**src/rtl/p_pkg.sv**
```systemverilog
// Shared types and helpers for the round-robin unary-admission arbiter.
package p_pkg;

    typedef enum logic {
        EMPTY = 1'b0,
        FULL  = 1'b1
    } state_e;

    // Width of a requester index; a single requester still needs one bit.
    function automatic int idw(input int n);
        return (n > 1) ? $clog2(n) : 1;
    endfunction

endpackage

```
**src/rtl/p.sv**
```systemverilog
// Unary admission checker: accepts 0..01..1 codes, and optionally their complements.
module p #(
    parameter int W                     = 16,
    parameter int P_ADMIT_COMPLIMENT_EN = 0
) (
    input  logic [W-1:0] x_i,
    output logic         is_unary_o
);

    localparam logic EN = (P_ADMIT_COMPLIMENT_EN != 0);

    logic [W-1:0] xp_s;
    logic [W-1:0] inc_s;
    logic         onehot_s;

    // Fold the complemented form onto the plain form, then test x'+1 for a single set bit.
    always_comb begin
        xp_s     = x_i ^ {W{EN & x_i[W-1]}};
        inc_s    = xp_s + W'(1);
        onehot_s = (inc_s != '0) && ((inc_s & (inc_s - W'(1))) == '0);
        if ((x_i == '0) || (x_i == '1)) begin
            is_unary_o = 1'b0;
        end else if (!EN && x_i[W-1]) begin
            is_unary_o = 1'b0;
        end else begin
            is_unary_o = onehot_s;
        end
    end

endmodule

```
**src/rtl/p_arb.sv**
```systemverilog
// N-way round-robin arbiter feeding a one-deep response register with unary admission and saturating statistics.
module p_arb
    import p_pkg::*;
#(
    parameter int  W                     = 16,
    parameter int  N                     = 4,
    parameter int  P_ADMIT_COMPLIMENT_EN = 0,
    parameter int  CNT_W                 = 16,
    localparam int IDW                   = idw(N)
) (
    input  logic             clk,
    input  logic             arst_n,
    input  logic [N-1:0]     i_req_vld,
    input  logic [N*W-1:0]   i_req_x,
    output logic [N-1:0]     o_req_rdy,
    output logic             o_rsp_vld,
    output logic [IDW-1:0]   o_rsp_id,
    output logic [W-1:0]     o_rsp_x,
    output logic             o_rsp_is_unary,
    input  logic             i_rsp_rdy,
    input  logic             i_cnt_clr,
    output logic [CNT_W-1:0] o_cnt_admit,
    output logic [CNT_W-1:0] o_cnt_reject
);

    state_e            state_q;
    logic [IDW-1:0]    rr_ptr_q;
    logic [IDW-1:0]    rr_ptr_d;
    logic [IDW-1:0]    rsp_id_q;
    logic [W-1:0]      rsp_x_q;
    logic              rsp_unary_q;
    logic [CNT_W-1:0]  cnt_admit_q;
    logic [CNT_W-1:0]  cnt_reject_q;

    logic              accept_s;
    logic              hs_s;
    logic              gnt_any_s;
    logic [N-1:0]      gnt_s;
    logic [IDW-1:0]    gnt_id_s;
    logic [W-1:0]      gnt_x_s;
    logic              gnt_unary_s;

    // Round-robin select starting at rr_ptr; grants are suppressed while reset is asserted.
    always_comb begin : rr_sel
        logic [IDW-1:0] idx;
        idx       = '0;
        accept_s  = (state_q == EMPTY) || i_rsp_rdy;
        hs_s      = (state_q == FULL) && i_rsp_rdy;
        gnt_s     = '0;
        gnt_id_s  = '0;
        gnt_any_s = 1'b0;
        gnt_x_s   = '0;
        for (int i = 0; i < N; i++) begin
            idx = IDW'((int'(rr_ptr_q) + i) % N);
            if (arst_n && accept_s && !gnt_any_s && i_req_vld[idx]) begin
                gnt_any_s  = 1'b1;
                gnt_s[idx] = 1'b1;
                gnt_id_s   = idx;
            end else begin
                gnt_any_s  = gnt_any_s;
            end
        end
        for (int k = 0; k < N; k++) begin
            gnt_x_s = gnt_x_s | ({W{gnt_s[k]}} & i_req_x[k*W +: W]);
        end
        if (!gnt_any_s) begin
            rr_ptr_d = rr_ptr_q;
        end else if (gnt_id_s == IDW'(N - 1)) begin
            rr_ptr_d = '0;
        end else begin
            rr_ptr_d = gnt_id_s + IDW'(1);
        end
    end

    p #(
        .W                     (W),
        .P_ADMIT_COMPLIMENT_EN (P_ADMIT_COMPLIMENT_EN)
    ) u_p (
        .x_i        (gnt_x_s),
        .is_unary_o (gnt_unary_s)
    );

    // Response FSM, captured response, pointer and statistics; clear beats a same-cycle increment.
    always_ff @(posedge clk or negedge arst_n) begin
        if (!arst_n) begin
            state_q      <= EMPTY;
            rr_ptr_q     <= '0;
            rsp_id_q     <= '0;
            rsp_x_q      <= '0;
            rsp_unary_q  <= 1'b0;
            cnt_admit_q  <= '0;
            cnt_reject_q <= '0;
        end else begin
            case (state_q)
                EMPTY:   state_q <= gnt_any_s ? FULL : EMPTY;
                FULL:    state_q <= (gnt_any_s || !i_rsp_rdy) ? FULL : EMPTY;
                default: state_q <= EMPTY;
            endcase
            if (gnt_any_s) begin
                rsp_id_q    <= gnt_id_s;
                rsp_x_q     <= gnt_x_s;
                rsp_unary_q <= gnt_unary_s;
            end
            rr_ptr_q <= rr_ptr_d;
            if (i_cnt_clr) begin
                cnt_admit_q  <= '0;
                cnt_reject_q <= '0;
            end else if (hs_s && rsp_unary_q) begin
                if (cnt_admit_q != '1) cnt_admit_q <= cnt_admit_q + CNT_W'(1);
            end else if (hs_s) begin
                if (cnt_reject_q != '1) cnt_reject_q <= cnt_reject_q + CNT_W'(1);
            end
        end
    end

    assign o_req_rdy      = gnt_s;
    assign o_rsp_vld      = (state_q == FULL);
    assign o_rsp_id       = rsp_id_q;
    assign o_rsp_x        = rsp_x_q;
    assign o_rsp_is_unary = rsp_unary_q;
    assign o_cnt_admit    = cnt_admit_q;
    assign o_cnt_reject   = cnt_reject_q;

endmodule

```
**config.mk**
```make
export PLATFORM = sky130hd
export DESIGN_NAME = p_arb
export DESIGN_NICKNAME = d
export VERILOG_FILES = /design/src/rtl/p_pkg.sv /design/src/rtl/p.sv /design/src/rtl/p_arb.sv
export SDC_FILE = /design/constraint.sdc
export NUM_CORES = 1
export LEC_CHECK = 0
export CORE_MARGIN = 10
export CORE_UTILIZATION = 53
export CTS_CLUSTER_DIAMETER = 100
export DETAILED_ROUTE_END_ITERATION = 6
export GPL_TIMING_DRIVEN = 0
export PLACE_DENSITY = 0.88
export SYNTH_ARGS = -nofsm -noshare
export SYNTH_HDL_FRONTEND = slang
export SYNTH_SLANG_ARGS = --single-unit
```
**constraint.sdc**
```tcl
create_clock -name clk -period 6.7 [get_ports clk]
set_input_delay 1.34 -clock clk [delete_from_list [all_inputs] [get_ports clk]]
set_output_delay 1.34 -clock clk [all_outputs]
set_load 0.01 [all_outputs]
```
# Word-level counts from Yosys, hierarchy flattened
# Cells that the tools add are included.
op_classes:
  addsub: 8
  mul: 0
  div_mod_pow: 0
  magnitude_cmp: 8
  eq_ne: 5
  n_shift: 0
  mux: 41
  n_bitwise: 12
  reduce_logical: 31
ops:
  columns: ["operator", "count"]
  rows:
  - ["2-to-1 mux 16 bit", 7]
  - ["AND 16 bit", 5]
  - ["adder 16 x 1 -> 16 bit, second input constant", 3]
  - ["bitwise OR 16 bit", 3]
  - ["zero test 16 bit", 2]
  - ["!= test 16 bit, second input constant", 2]
  - ["equality test 16 bit, second input constant", 1]
  - ["2-to-1 mux 1 bit", 16]
  - ["2-to-1 mux 4 bit", 4]
  - ["nonzero test 16 bit", 1]
  - ["subtractor 16 x 1 -> 16 bit, second input constant", 1]
  - ["logical AND 1 bit", 15]
  - ["< comparator 2 x 3 -> 1 bit, second input constant", 4]
  - ["bitwise OR 4 bit", 3]
  - ["2-to-1 mux 2 bit", 5]
  - ["binary-select mux 1 bit (select 2 bit)", 4]
  - ["demux 1 bit (select 2 bit)", 4]
  - [">= comparator 2 x 1 -> 1 bit, second input constant", 4]
  - ["nonzero test 2 bit", 4]
  - ["adder 2 x 1 -> 2 bit, second input constant", 2]
  - ["adder 2 bit, second input constant", 2]
  - ["zero test 1 bit", 4]
  - ["logical OR 1 bit", 3]
  - ["AND reduction 3 bit", 1]
  - ["other kinds (5)", 5]
word_totals:
  reg_bits: 54
  latchBits: 0
  mem_bits_rw: 0
  romBits: 0
  input_bits: 72
  output_inout_bits: 56
  mem_count: 0

# Logic depth before layout (Yosys ltp)
# Gate-level depths: netlist (run 1).
depth:
  word_depth: 28
  depth_mapped: 19

# Cells and area by module
# From an unflattened synthesis (run 1), not the netlist that was laid out.
unflattened:
  cells_unflattened: 636
  hier_area_um2: 5327.6
modules_own_cells:
  columns: ["module", "instances", "cells_each", "area_per_inst_um2"]
  rows:
  - ["p_arb", 1, 497, 4446.8]
  - ["p", 1, 139, 880.8]

# Least setup slack after synthesis (run 1)
# No wires, ideal clock.
synth_timing:
  path_type: "in2reg"
  start: "in i_req_vld[1]"
  end: "reg rsp_unary_q, in the netlist o_rsp_is_unary"
  setup_time_ns: 0.071
  arrival_time_ns: 4.648
  required_ns: 6.629
  slack_ns: 1.981
  path_stages: 15
  cell_sequence: "clkbuf_1 -> mux2_2 -> or4b_1 -> a31oi_1 -> or2_0 -> a211o_1 -> buf_1 -> ha_1 -> inv_1 -> a2111oi_0 -> a221oi_1 -> a311oi_1 -> nand3_1 -> nor4_1 -> a32o_1"
synth_via:
  elab_chain_len: 27
synth_lines:
  columns: ["item", "line", "rtl"]
  rows:
  - ["from (decl)", "p_arb.sv:13", "input logic [N-1:0] i_req_vld,"]
  - ["binary-select mux 1 bit (select 2 bit)", "p_arb.sv:55", "if (arst_n && accept_s && !gnt_any_s && i_req_vld[idx]) begin"]
  - ["2-to-1 mux 1 bit (implied by the code)", "p_arb.sv:55", null]
  - ["logical AND 1 bit", "p_arb.sv:55", null]
  - ["2-to-1 mux 1 bit", "p_arb.sv:55", null]
  - ["zero test 1 bit", "p_arb.sv:55", null]
  - ["logical AND 1 bit (2 in a row)", "p_arb.sv:55", null]
  - ["2-to-1 mux 1 bit", "p_arb.sv:55", null]
  - ["zero test 1 bit", "p_arb.sv:55", null]
  - ["(+8 left out)", null, null]
  - ["bitwise OR 16 bit (3 in a row)", "p_arb.sv:64", "gnt_x_s = gnt_x_s | ({W{gnt_s[k]}} & i_req_x[k*W +: W]);"]
  - ["adder 16 x 1 -> 16 bit", "p.sv:19", "inc_s = xp_s + W'(1);"]
  - ["subtractor 16 x 1 -> 16 bit", "p.sv:20", "onehot_s = (inc_s != '0) && ((inc_s & (inc_s - W'(1))) == '0);"]
  - ["AND 16 bit", "p.sv:20", null]
  - ["zero test 16 bit", "p.sv:20", null]
  - ["logical AND 1 bit", "p.sv:20", null]
  - ["2-to-1 mux 1 bit", "p.sv:23", "end else if (!EN && x_i[W-1]) begin"]
  - ["2-to-1 mux 1 bit", "p.sv:21", "if ((x_i == '0) || (x_i == '1)) begin"]
  - ["to (signal assigned)", "p_arb.sv:102", "rsp_unary_q <= gnt_unary_s;"]
  - ["to (decl)", "p_arb.sv:31", "logic rsp_unary_q;"]
# Several ways; a longest one is shown, not always the timed one. The select of a mux whose other input is x is not followed.
# A chain may end at the register's enable or synchronous reset.

# Worst setup path after layout (run 1)
layout_timing:
  start: "in i_req_vld[0]"
  end: "out o_req_rdy[3]"
layout_via:
  elab_chain_len: 16
layout_lines:
  columns: ["item", "line", "rtl"]
  rows:
  - ["binary-select mux 1 bit (select 2 bit)", "p_arb.sv:55", null]
  - ["2-to-1 mux 1 bit (implied by the code)", "p_arb.sv:55", null]
  - ["logical AND 1 bit", "p_arb.sv:55", null]
  - ["2-to-1 mux 1 bit", "p_arb.sv:55", null]
  - ["zero test 1 bit", "p_arb.sv:55", null]
  - ["logical AND 1 bit (2 in a row)", "p_arb.sv:55", null]
  - ["2-to-1 mux 1 bit", "p_arb.sv:55", null]
  - ["zero test 1 bit", "p_arb.sv:55", null]
  - ["logical AND 1 bit (2 in a row)", "p_arb.sv:55", null]
  - ["2-to-1 mux 1 bit", "p_arb.sv:55", null]
  - ["zero test 1 bit", "p_arb.sv:55", null]
  - ["logical AND 1 bit (2 in a row)", "p_arb.sv:55", null]
  - ["2-to-1 mux 4 bit *", "p_arb.sv:55", null]
  - ["to (decl)", "p_arb.sv:15", "output logic [N-1:0] o_req_rdy,"]
# Every way passes the cells marked *; elsewhere a longest branch is shown, timed or not. The select of a mux whose other input is x is not followed.

==> impl_results.md, run 1 <==
- First-pass GRT wire length: approximately 25 mm
- I/O pins: 128
- Final #Nets: approximately 760
- Dpl ws: around 0.44 ns
- Die X: around 110 µm
- Worst-Skew Late Latency: 0.31 ns
- Leak Pwr: 2.49 nW
- Pre-Repair DR Iteration Count: 6
- Worst vdd ir: approximately 0.16 mV
- Avg Inst Size Synth: about 8.4 µm²
- Asr flop ratio synth: 100%
- Worst Hold Launch: o_rsp_x[11]
- Post-cts sizing count: 0
- Top_reg_cell synth: dfrtp_1
- Netlist cell types: between 70 and 80
- IO buf count: about 130
- Critical Path End Type: primary output
- Yosys warns: 0
- Vias in the first global route: between 4000 and 5000
- Placed Instances: 770
- Layout fillers: around 630
- Fin crit share: a little over nine tenths
- DRC: 0
- Final hold violations: 0
- Worst reg2reg path startpoint: rr_ptr_q[0]
- Outcome: finished clean
- H-tree Lvls: 2
- Multi-input combinational cell area: 0.00294 mm²
- CP startpoint kind: input pin
- DIE HEIGHT: about 110 µm
- Util after Layout: 73.0%
- WL final: about 16 mm
- Worst setup path startpoint: i_req_vld[0]
- RSZ-0062 raised after global routing: no
- Clk sinks: 54
- Commonest cells in the netlist: nand2_1, dfrtp_1, nor2_1
- Vias per cell: about 6.6
- Total power per unit cell area: between 300 and 400 mW/mm²
- Worst EP required: between 5 and 6 ns
- Die area: 0.0126 mm²
- Min Hold Slack: approximately 0.48 ns
- Max-cap violations: 0
- Mapped Area: between 0.004 and 0.005 mm²
- Total CTS buffers: 5
- CP Max Fanout: 10
- Register area: about 0.0014 mm²
- Wire per inst: approximately 20 µm
- Period minus WS final: 6.28 ns
- Worst-path clk slew: ~0.1 ns
- Top cells by area, synth: dfrtp_1, a22oi_1, nand2_1
- Gr usage total: 23.5%
- Share of the synthesized area in the top cell type: between 30% and 40%
- Actual slew at the worst max-slew pin: 1.34 ns
- Clock root buffer: clkbuf_8
- Core ar.: slightly above 0.008 mm²
- Hold buffers post-CTS: 0
- Reg-to-reg slack, setup: slightly below 0.9 ns
- Post-synth EDFFs: 0
- Initial Util: 54.5%
- Final Skew: approximately 0.013 ns
- Postcts setup bufs: 0
- Final HPWL DP: 12.3 mm
- Fmax: between 150 and 200 MHz
- Cells after Synth: 537
- Total number of vias: ~5200
- CP arrival: 4.94 ns
- Sequential area share after synthesis: a little under a third
- GP Congestion: around 0.96
- Initial antenna violation count: 0
- Final ANT Viol Nets: 0
- Non-filler cells, final: 778
- CTS max path bufs: 2
- Relative slew slack: a little under a tenth
- Fraction of layout cells with a size suffix above 1: under 10%
- Final setup viols: 0
- Yosys reg bits: 54
- Synth-to-Final Area Change: 34.0%
- Yosys top cell by area: dfrtp_1
- Synth Net Count: just over 600
- Num rows: 33
- Total grt overflow: 0
- Antenna diodes: 0
- Pin count of the biggest net entering global routing: between 40 and 50
- Final WS setup: 0.417 ns
- 1st-iter DRT viols: ~600
- Most numerous cell in the Yosys netlist: nand2_1
- WS Path Type: input pin to primary output
- Slew Limit Fails: 0
- CTS tree: yes
- Hold Path Class: register to register
==> through the flow <==
step                TNS [ns]  total power [W]  instance area, µm²
floorplan                  0          0.00117                4500
global placement       -5.36          0.00156                5900
detailed placement         0          0.00159                5920
CTS                        0          0.00181                6030
global route               0          0.00195                6030
finish                     0          0.00183                6030
==> metal layers <==
metal,wire length [µm],GRT usage [%],vias to the layer above
met5,0,0,-
met4,528,7.19,0
met3,1480,6.07,55
met2,7330,39.5,297
met1,6330,28.9,2480
li1,-,-,2331
==> final cells by class <==
cell class / count / share of cell area (%)
Clock inverter: 3 / 0.726
Clock buffer: 5 / 1.14
Timing Repair Buffer: 128 / 21.3
Tap cell: 105 / 2.18
Inverter: 11 / 0.685
Sequential cell: 54 / 22.4
Buffer: 38 / 2.72
Multi-Input combinational cell: 434 / 48.8
==> cells in the final DEF (no fill, tap or decap), types with 4 or more instances in the layout <==
| cell type | n |
|---|---|
| ha_1 | 12 |
| a31oi_1 | 4 |
| nand3_1 | 21 |
| o211ai_1 | 6 |
| nor2_1 | 52 |
| nor3_1 | 13 |
| xnor2_1 | 10 |
| clkbuf_8 | 5 |
| inv_1 | 11 |
| nand2_1 | 58 |
| o21ai_0 | 18 |
| mux2i_1 | 9 |
| a21o_1 | 10 |
| and4_1 | 6 |
| a221o_1 | 4 |
| a211o_1 | 6 |
| a222oi_1 | 12 |
| a22o_1 | 10 |
| nand4_1 | 11 |
| a21oi_1 | 15 |
| and2_1 | 7 |
| clkdlybuf4s50_1 | 126 |
| or3_1 | 6 |
| xor2_1 | 16 |
| dfrtp_1 | 54 |
| nor2b_1 | 5 |
| a22oi_1 | 34 |
| nand2b_1 | 4 |
| buf_2 | 12 |
| clkbuf_1 | 23 |
| nor4_1 | 6 |
| and3_1 | 13 |
==> cells by family (layout without fill, tap and decap cells) <==
family / count (synthesis) / after routing / synth area share, %
simple gates: 223 / 223 / 25.2
flops: 54 / 54 / 30.0
mux: 15 / 15 / 4.25
xor+xnor: 26 / 26 / 5.06
buf+inv: 49 / 185 / 4.56
fa+ha+maj: 12 / 12 / 3.34
compound gates: 158 / 158 / 27.6
==> state kept, by name, summed over array words and instances, names as in the netlist <==
| signal | cells |
|---|---|
| o_cnt_admit | 16 |
| o_cnt_reject | 16 |
| o_rsp_x | 16 |
| o_rsp_id | 2 |
| rr_ptr_q | 2 |
| o_rsp_is_unary | 1 |
| o_rsp_vld | 1 |
==> critical path, stage by stage <==
cell,delay [ns]
clkdlybuf4s50_1,0.47
clkbuf_1,0.33
mux2_2,0.37
a221oi_2,0.09
nor4_1,0.63
clkbuf_1,0.52
a311o_1,0.26
clkbuf_1,0.31
clkdlybuf4s50_1,0.62
==> final timing paths <==
check                                  end  cells after the start
max                           o_req_rdy[3]                      9
min                            o_rsp_x[11]                      2
max reg2reg                 o_rsp_is_unary                     19
min reg2reg                    o_rsp_x[11]                      2
max in group asynchronous   o_rsp_is_unary                      2
min in group asynchronous  o_cnt_reject[2]                      1
==> report_power, final <==
part           switching, W  internal, W  total (W)  leakage [nW]
registers         0.0000546     0.000389   0.000444         0.709
clock network      0.000108     0.000112   0.000220        0.0585
logic              0.000664     0.000498    0.00116          1.72
total              0.000826     0.000999    0.00183          2.49
(Power assumes the default switching activity.)
==> run 2, diff against run 1 <==
--- a/config.mk
+++ b/config.mk
@@ -9,7 +9,6 @@
 export CORE_UTILIZATION = 53
 export CTS_CLUSTER_DIAMETER = 100
 export DETAILED_ROUTE_END_ITERATION = 6
-export GPL_TIMING_DRIVEN = 0
 export PLACE_DENSITY = 0.88
 export SYNTH_ARGS = -nofsm -noshare
 export SYNTH_HDL_FRONTEND = slang
==> run 2 against run 1 <==
  * Clock-buffer cell count grew 1
  * Clock skew shrank 0.0075 ns
  * Worst setup slack gained 0.42 ns
  * Combinational power shrank 4%
  * Global-route usage shrank 0.77 points
  * Design area shrank 2.6%
  * Fmax grew 7.1%
  * Critical path depth shrank 2
  * Sequential share of layout area grew 0.60 points
  * Critical path type unchanged
  * Routed wire length shrank 4.2%
  * Non-clock buffer count shrank 33
==> impl_results.md, run 2 (same netlist as run 1, synthesis figures left out) <==
- Worst-path clk slew: 0.10 ns (about the same)
- Final setup viols: 0 (unchanged)
- RSZ-0062 raised after global routing: no
- Leak Pwr: 2.41 nW (-3.0%)
- Final Skew: 0.00565 ns (-0.00752 ns)
- Synth-to-Final Area Change: 30.5%
- Postcts setup bufs: 0 (unchanged)
- Pin count of the biggest net entering global routing: 55 (+28%)
- Final ANT Viol Nets: 0 (unchanged)
- Initial Util: 54.5% (unchanged)
- Util after Layout: 71.1% (-1.9 points)
- Total power per unit cell area: 298 mW/mm² (-1.7%)
- Num rows: 33 (unchanged)
- Clk sinks: 54 (unchanged)
- CP arrival: 4.53 ns (-0.41 ns)
- Fin Setup TNS: 0 ns (unchanged)
- WL final: 15.0 mm (-4.2%)
- Worst vdd ir: 0.172 mV (+6.5%)
- Worst EP required: 5.36 ns (about the same)
- Pre-Repair DR Iteration Count: 6 (unchanged)
- Commonest non-fill, non-tap cells in the layout: clkdlybuf4s50_1, nand2_1, dfrtp_1
- Gr usage total: 22.7% (-0.77 points)
- Hold Path Class: register to register
- Total CTS buffers: 5 (unchanged)
- Worst-Skew Late Latency: 0.30 ns (about the same)
- Critical Path End Type: primary output
- Fmax: 170 MHz (+7.1%)
- Outcome: finished clean
- Antenna diodes: 0 (unchanged)
- CTS tree: yes
- Clock root buffer: clkbuf_8
- Most common cell after layout, fill and taps aside: clkdlybuf4s50_1
- Total number of vias: 4929 (-4.5%)
- Final hold violations: 0 (unchanged)
- Final #Nets: 723 (-4.4%)
- DRC: 0 (unchanged)
- First-pass GRT wire length: 24.8 mm (-2.4%)
- Max-cap violations: 0 (unchanged)
- Die area: 0.0126 mm² (unchanged)
- Final WS setup: 0.835 ns (+0.417 ns)
- Core ar.: 0.00826 mm² (unchanged)
- Wire per inst: 20.1 µm (about the same)
- CP Max Fanout: 13 (+3)
- 1st-iter DRT viols: 582 (-3.3%)
- Fin crit share: 87.5% (-6.2 points)
- Fraction of layout cells with a size suffix above 1: 5.00% (-0.79 points)
- GP Congestion: 0.974 (+1.3%)
- Final HPWL DP: 11.6 mm (-5.7%)
- Period minus WS final: 5.87 ns (-0.417 ns)
- Total grt overflow: 0 (unchanged)
- IO buf count: 127 (unchanged)
- CP startpoint kind: input pin
- DIE HEIGHT: 112 µm (unchanged)
- Actual slew at the worst max-slew pin: 1.18 ns (-0.162 ns)
- Initial antenna violation count: 0 (unchanged)
- Vias per cell: 6.62 (-0.30%)
- Slew Limit Fails: 0 (unchanged)
- Hold buffers post-CTS: 0 (unchanged)
- Die X: 112 µm (unchanged)
- Dpl ws: 0.863 ns (+0.424 ns)
- Tot Pwr: 0.00175 W (-4.3%)
- Vias in the first global route: 4929 (-0.92%)
- Post-cts sizing count: 0 (unchanged)
- H-tree Lvls: 2 (unchanged)
- WS Path Type: input pin to primary output
- Relative slew slack: 21.2% (+12 points)
- I/O pins: 128 (unchanged)
- CTS max path bufs: 2 (unchanged)
## run 2: cell types whose count changed in the layout (fill, tap and decap cells not counted)
cell | previous run | this run
clkbuf_1 | 23 | 1
bufinv_16 | 1 | 0
buf_6 | 1 | 0
o41ai_1 | 3 | 2
buf_4 | 0 | 6
clkinv_4 | 0 | 1
buf_2 | 12 | 1
inv_6 | 1 | 0
buf_1 | 3 | 0
buf_12 | 1 | 0
o41ai_2 | 0 | 1
## run 2: area by class of cell
type | instances | area (µm²)
sequential | 54 | 1350
inverter | 11 | 41.3
tap | 105 | 131
clock buffer | 6 | 72.6
clock inverter | 2 | 13.8
timing repair buffer | 133 | 1310
multi-input combinational | 434 | 2950
fill | 661 | 2390
## run 2: worst paths after layout
kind / startpoint / to / slack (ns) / cells after the start
setup reg to reg: rr_ptr_q[0] / o_rsp_is_unary / 0.98 / 15
max in group asynchronous: arst_n / o_rsp_x[7] / 4.95 / 2
setup / recovery: i_req_vld[3] / o_req_rdy[1] / 0.83 / 7
hold reg to reg: o_rsp_x[13] / o_rsp_x[13] / 0.48 / 2
min in group asynchronous: arst_n / rr_ptr_q[1] / 1.29 / 2
hold / removal: o_rsp_x[13] / o_rsp_x[13] / 0.48 / 2
## run 2: metal layers
metal	GRT usage, %	part of all wire (%)	vias up
li1	-	-	2256
met1	27.9	40	2337
met2	38.7	49	304
met3	5.48	9.6	32
met4	6.60	1.8	0
met5	0	0	-
## run 2: report_power, final
group	leakage [nW]	total [W]	switching, W	internal [W]
logic	1.66	0.00111	0.000634	0.000478
clock network	0.0452	0.000179	0.000105	0.0000741
registers	0.709	0.000456	0.0000674	0.000389
total	2.41	0.00175	0.000807	0.000940
## run 2: worst max-delay path, cell delays in order
cell             delay (ns)
clkdlybuf4s50_1        0.60
mux4_2                 0.72
nand3b_2               0.37
a21oi_1                0.28
buf_4                  0.26
a211o_1                0.33
clkdlybuf4s50_1        0.61
## run 2: stage by stage
| stage | hold slack (ns) | instance area (µm²) | std cells |
|---|---|---|---|
| global placement | 0.463 | 5790 | 737 |
| finish | 0.484 | 5870 | 745 |
| floorplan | 0.514 | 4500 | 537 |
| global route | 0.506 | 5870 | 745 |
| CTS | 0.486 | 5870 | 745 |
| detailed placement | 0.462 | 5790 | 737 |
==> run 3, diff against run 2 <==
--- a/config.mk
+++ b/config.mk
@@ -9,7 +9,7 @@
 export CORE_UTILIZATION = 53
 export CTS_CLUSTER_DIAMETER = 100
 export DETAILED_ROUTE_END_ITERATION = 6
-export PLACE_DENSITY = 0.88
+export PLACE_DENSITY = 0.95
 export SYNTH_ARGS = -nofsm -noshare
 export SYNTH_HDL_FRONTEND = slang
 export SYNTH_SLANG_ARGS = --single-unit
==> run 3 against run 2 <==
  * Sequential power decreased by 3%
  * Routed wire length increased by 7.4%
  * Die area unchanged
  * Sequential share of layout area about the same
  * Via count increased by 2.7%
  * First-iteration DRC count increased by 17%
  * Clock-buffer cell count unchanged
  * Critical path type unchanged
  * Critical path depth decreased by 1
  * Worst hold slack improved by 0.0086 ns
  * Power increased by 2.4%
  * Fmax decreased by 2.5%
==> impl_results.md, run 3 (same netlist as run 1, synthesis figures left out) <==
- Clock root buffer: clkbuf_8
- Total number of vias: 5060 (+2.7%)
- Min Hold Slack: 0.493 ns (+0.00861 ns)
- Period minus WS final: 6.01 ns (+0.149 ns)
- Final WS setup: 0.686 ns (-0.149 ns)
- Actual slew at the worst max-slew pin: 1.18 ns (+0.00360 ns)
- Fmax: 166 MHz (-2.5%)
- DRC: 0 (unchanged)
- Hold buffers post-CTS: 0 (unchanged)
- Total power per unit cell area: 304 mW/mm² (+2.2%)
- Die area: 0.0126 mm² (unchanged)
- Synth-to-Final Area Change: 30.8%
- Initial Util: 54.5% (unchanged)
- Worst-path clk slew: 0.10 ns (about the same)
- CP Max Fanout: 13 (unchanged)
- Antenna diodes: 0 (unchanged)
- Tot Pwr: 0.00179 W (+2.4%)
- Worst EP required: 5.36 ns (about the same)
- Slew Limit Fails: 0 (unchanged)
- Util after Layout: 71.3% (+0.15 points)
- DIE HEIGHT: 112 µm (unchanged)
- Wire per inst: 21.6 µm (+7.4%)
- Num rows: 33 (unchanged)
- Dpl ws: 0.639 ns (-0.224 ns)
- Final ANT Viol Nets: 0 (unchanged)
- CP arrival: 4.67 ns (+0.14 ns)
- Clk sinks: 54 (unchanged)
- IO buf count: 127 (unchanged)
- Die X: 112 µm (unchanged)
- Commonest non-fill, non-tap cells in the layout: clkdlybuf4s50_1, nand2_1, dfrtp_1
- Core ar.: 0.00826 mm² (unchanged)
- Fraction of layout cells with a size suffix above 1: 5.16% (+0.16 points)
- WL final: 16.1 mm (+7.4%)
- Worst-Skew Late Latency: 0.31 ns (about the same)
- GP Congestion: 0.942 (-3.3%)
- Final #Nets: 723 (unchanged)
- Final HPWL DP: 12.3 mm (+6.4%)
- Cell count of the worst hold path: 2 (unchanged)
- Fin crit share: 89.8% (+2.2 points)
- Comb power frac: 63.9% (+0.3 points)
- Hold Path Class: register to register
- Final Skew: 0.00433 ns (-0.00132 ns)
- Most common cell after layout, fill and taps aside: clkdlybuf4s50_1
- Worst vdd ir: 0.147 mV (-14%)
- Internal: 0.000953 W (+1.4%)
- CTS tree: yes
- Leak Pwr: 2.41 nW (about the same)
- Max-cap violations: 0 (unchanged)
- H-tree Lvls: 2 (unchanged)
- RSZ-0062 raised after global routing: no
- Fin Setup TNS: 0 ns (unchanged)
- Initial antenna violation count: 0 (unchanged)
- Total grt overflow: 0 (unchanged)
- Critical Path End Type: primary output
- Final setup viols: 0 (unchanged)
- Sw Ratio: 46.7% (+0.56 points)
- Gr usage total: 24.6% (+1.9 points)
- Total CTS buffers: 5 (unchanged)
- Relative slew slack: 21.0% (-0.24 points)
- Pin count of the biggest net entering global routing: 55 (unchanged)
- WS Path Type: input pin to primary output
- Vias in the first global route: 5052 (+2.5%)
- Final hold violations: 0 (unchanged)
- Clock power frac: 11.3% (+1.1 points)
- Pre-Repair DR Iteration Count: 7 (+1)
- CTS max path bufs: 2 (unchanged)
- Vias per cell: 6.79 (+2.7%)
- Outcome: finished clean
- Post-cts sizing count: 0 (unchanged)
- Postcts setup bufs: 0 (unchanged)
- I/O pins: 128 (unchanged)
- First-pass GRT wire length: 26.4 mm (+6.5%)
- Part of the power in registers: 24.8% (-1.3 points)
- Worst reg2reg path depth: 15 (unchanged)
- CP startpoint kind: input pin
- 1st-iter DRT viols: 679 (+17%)
- Switching power: 0.000836 W (+3.7%)
run 3: cell types whose count changed in the layout (fill, tap and decap cells not counted):
| cell | delta |
|---|---|
| clkbuf_1 | -1 |
| clkbuf_8 | +1 |
| clkinv_2 | -1 |
| clkinv_4 | -1 |
| clkinvlp_4 | +1 |
| inv_6 | +1 |
run 3: final timing paths:
path	endpoint	slack [ns]	from
worst max-delay path	o_req_rdy[1]	0.69	i_req_vld[3]
worst min-delay path	o_rsp_x[10]	0.49	o_rsp_x[10]
worst max register to register	o_rsp_is_unary	1.34	rr_ptr_q[1]
worst min register to register	o_rsp_x[10]	0.49	o_rsp_x[10]
max in group asynchronous	o_rsp_x[2]	4.97	arst_n
min in group asynchronous	o_cnt_reject[3]	1.27	arst_n
run 3: area by class of cell:
class | instances | area, µm²
Multi-Input combinational cell | 434 | 2950
Fill cell | 650 | 2370
Sequential cell | 54 | 1350
Timing Repair Buffer | 133 | 1310
Tap cell | 105 | 131
Clock buffer | 6 | 82.6
Inverter | 11 | 41.3
Clock inverter | 2 | 16.3
run 3: metrics by stage:
stage	instance area, µm²	cells
after floorplan	4500	537
after global placement	5790	737
after detailed placement	5790	737
after CTS	5880	745
after global routing	5880	745
final	5880	745
run 3: worst max-delay path: stages:
cell and delay, ns:
clkdlybuf4s50_1 0.59, mux4_2 0.72, nand3b_2 0.37, a21oi_1 0.64
a211o_1 0.40, clkdlybuf4s50_1 0.61
run 3: power by group through the flow:
stage	combinational (W)	clock (W)	sequential [W]
after floorplan	0.000711	0	0.000463
after global placement	0.00109	0	0.000449
after detailed placement	0.00112	0	0.000450
after CTS	0.00112	0.000203	0.000444
after global routing	0.00123	0.000214	0.000453
final	0.00114	0.000202	0.000443
run 3: layer usage:
metal  share of wire (%)  vias to the layer above  track usage (%)  wire length [µm]
met5                   0                        -                0                 0
met4                 2.5                        0             7.61               399
met3                 8.8                       52             5.64              1420
met2                  50                      301             43.4              8130
met1                  38                     2445             28.9              6170
li1                    -                     2262                -                 -
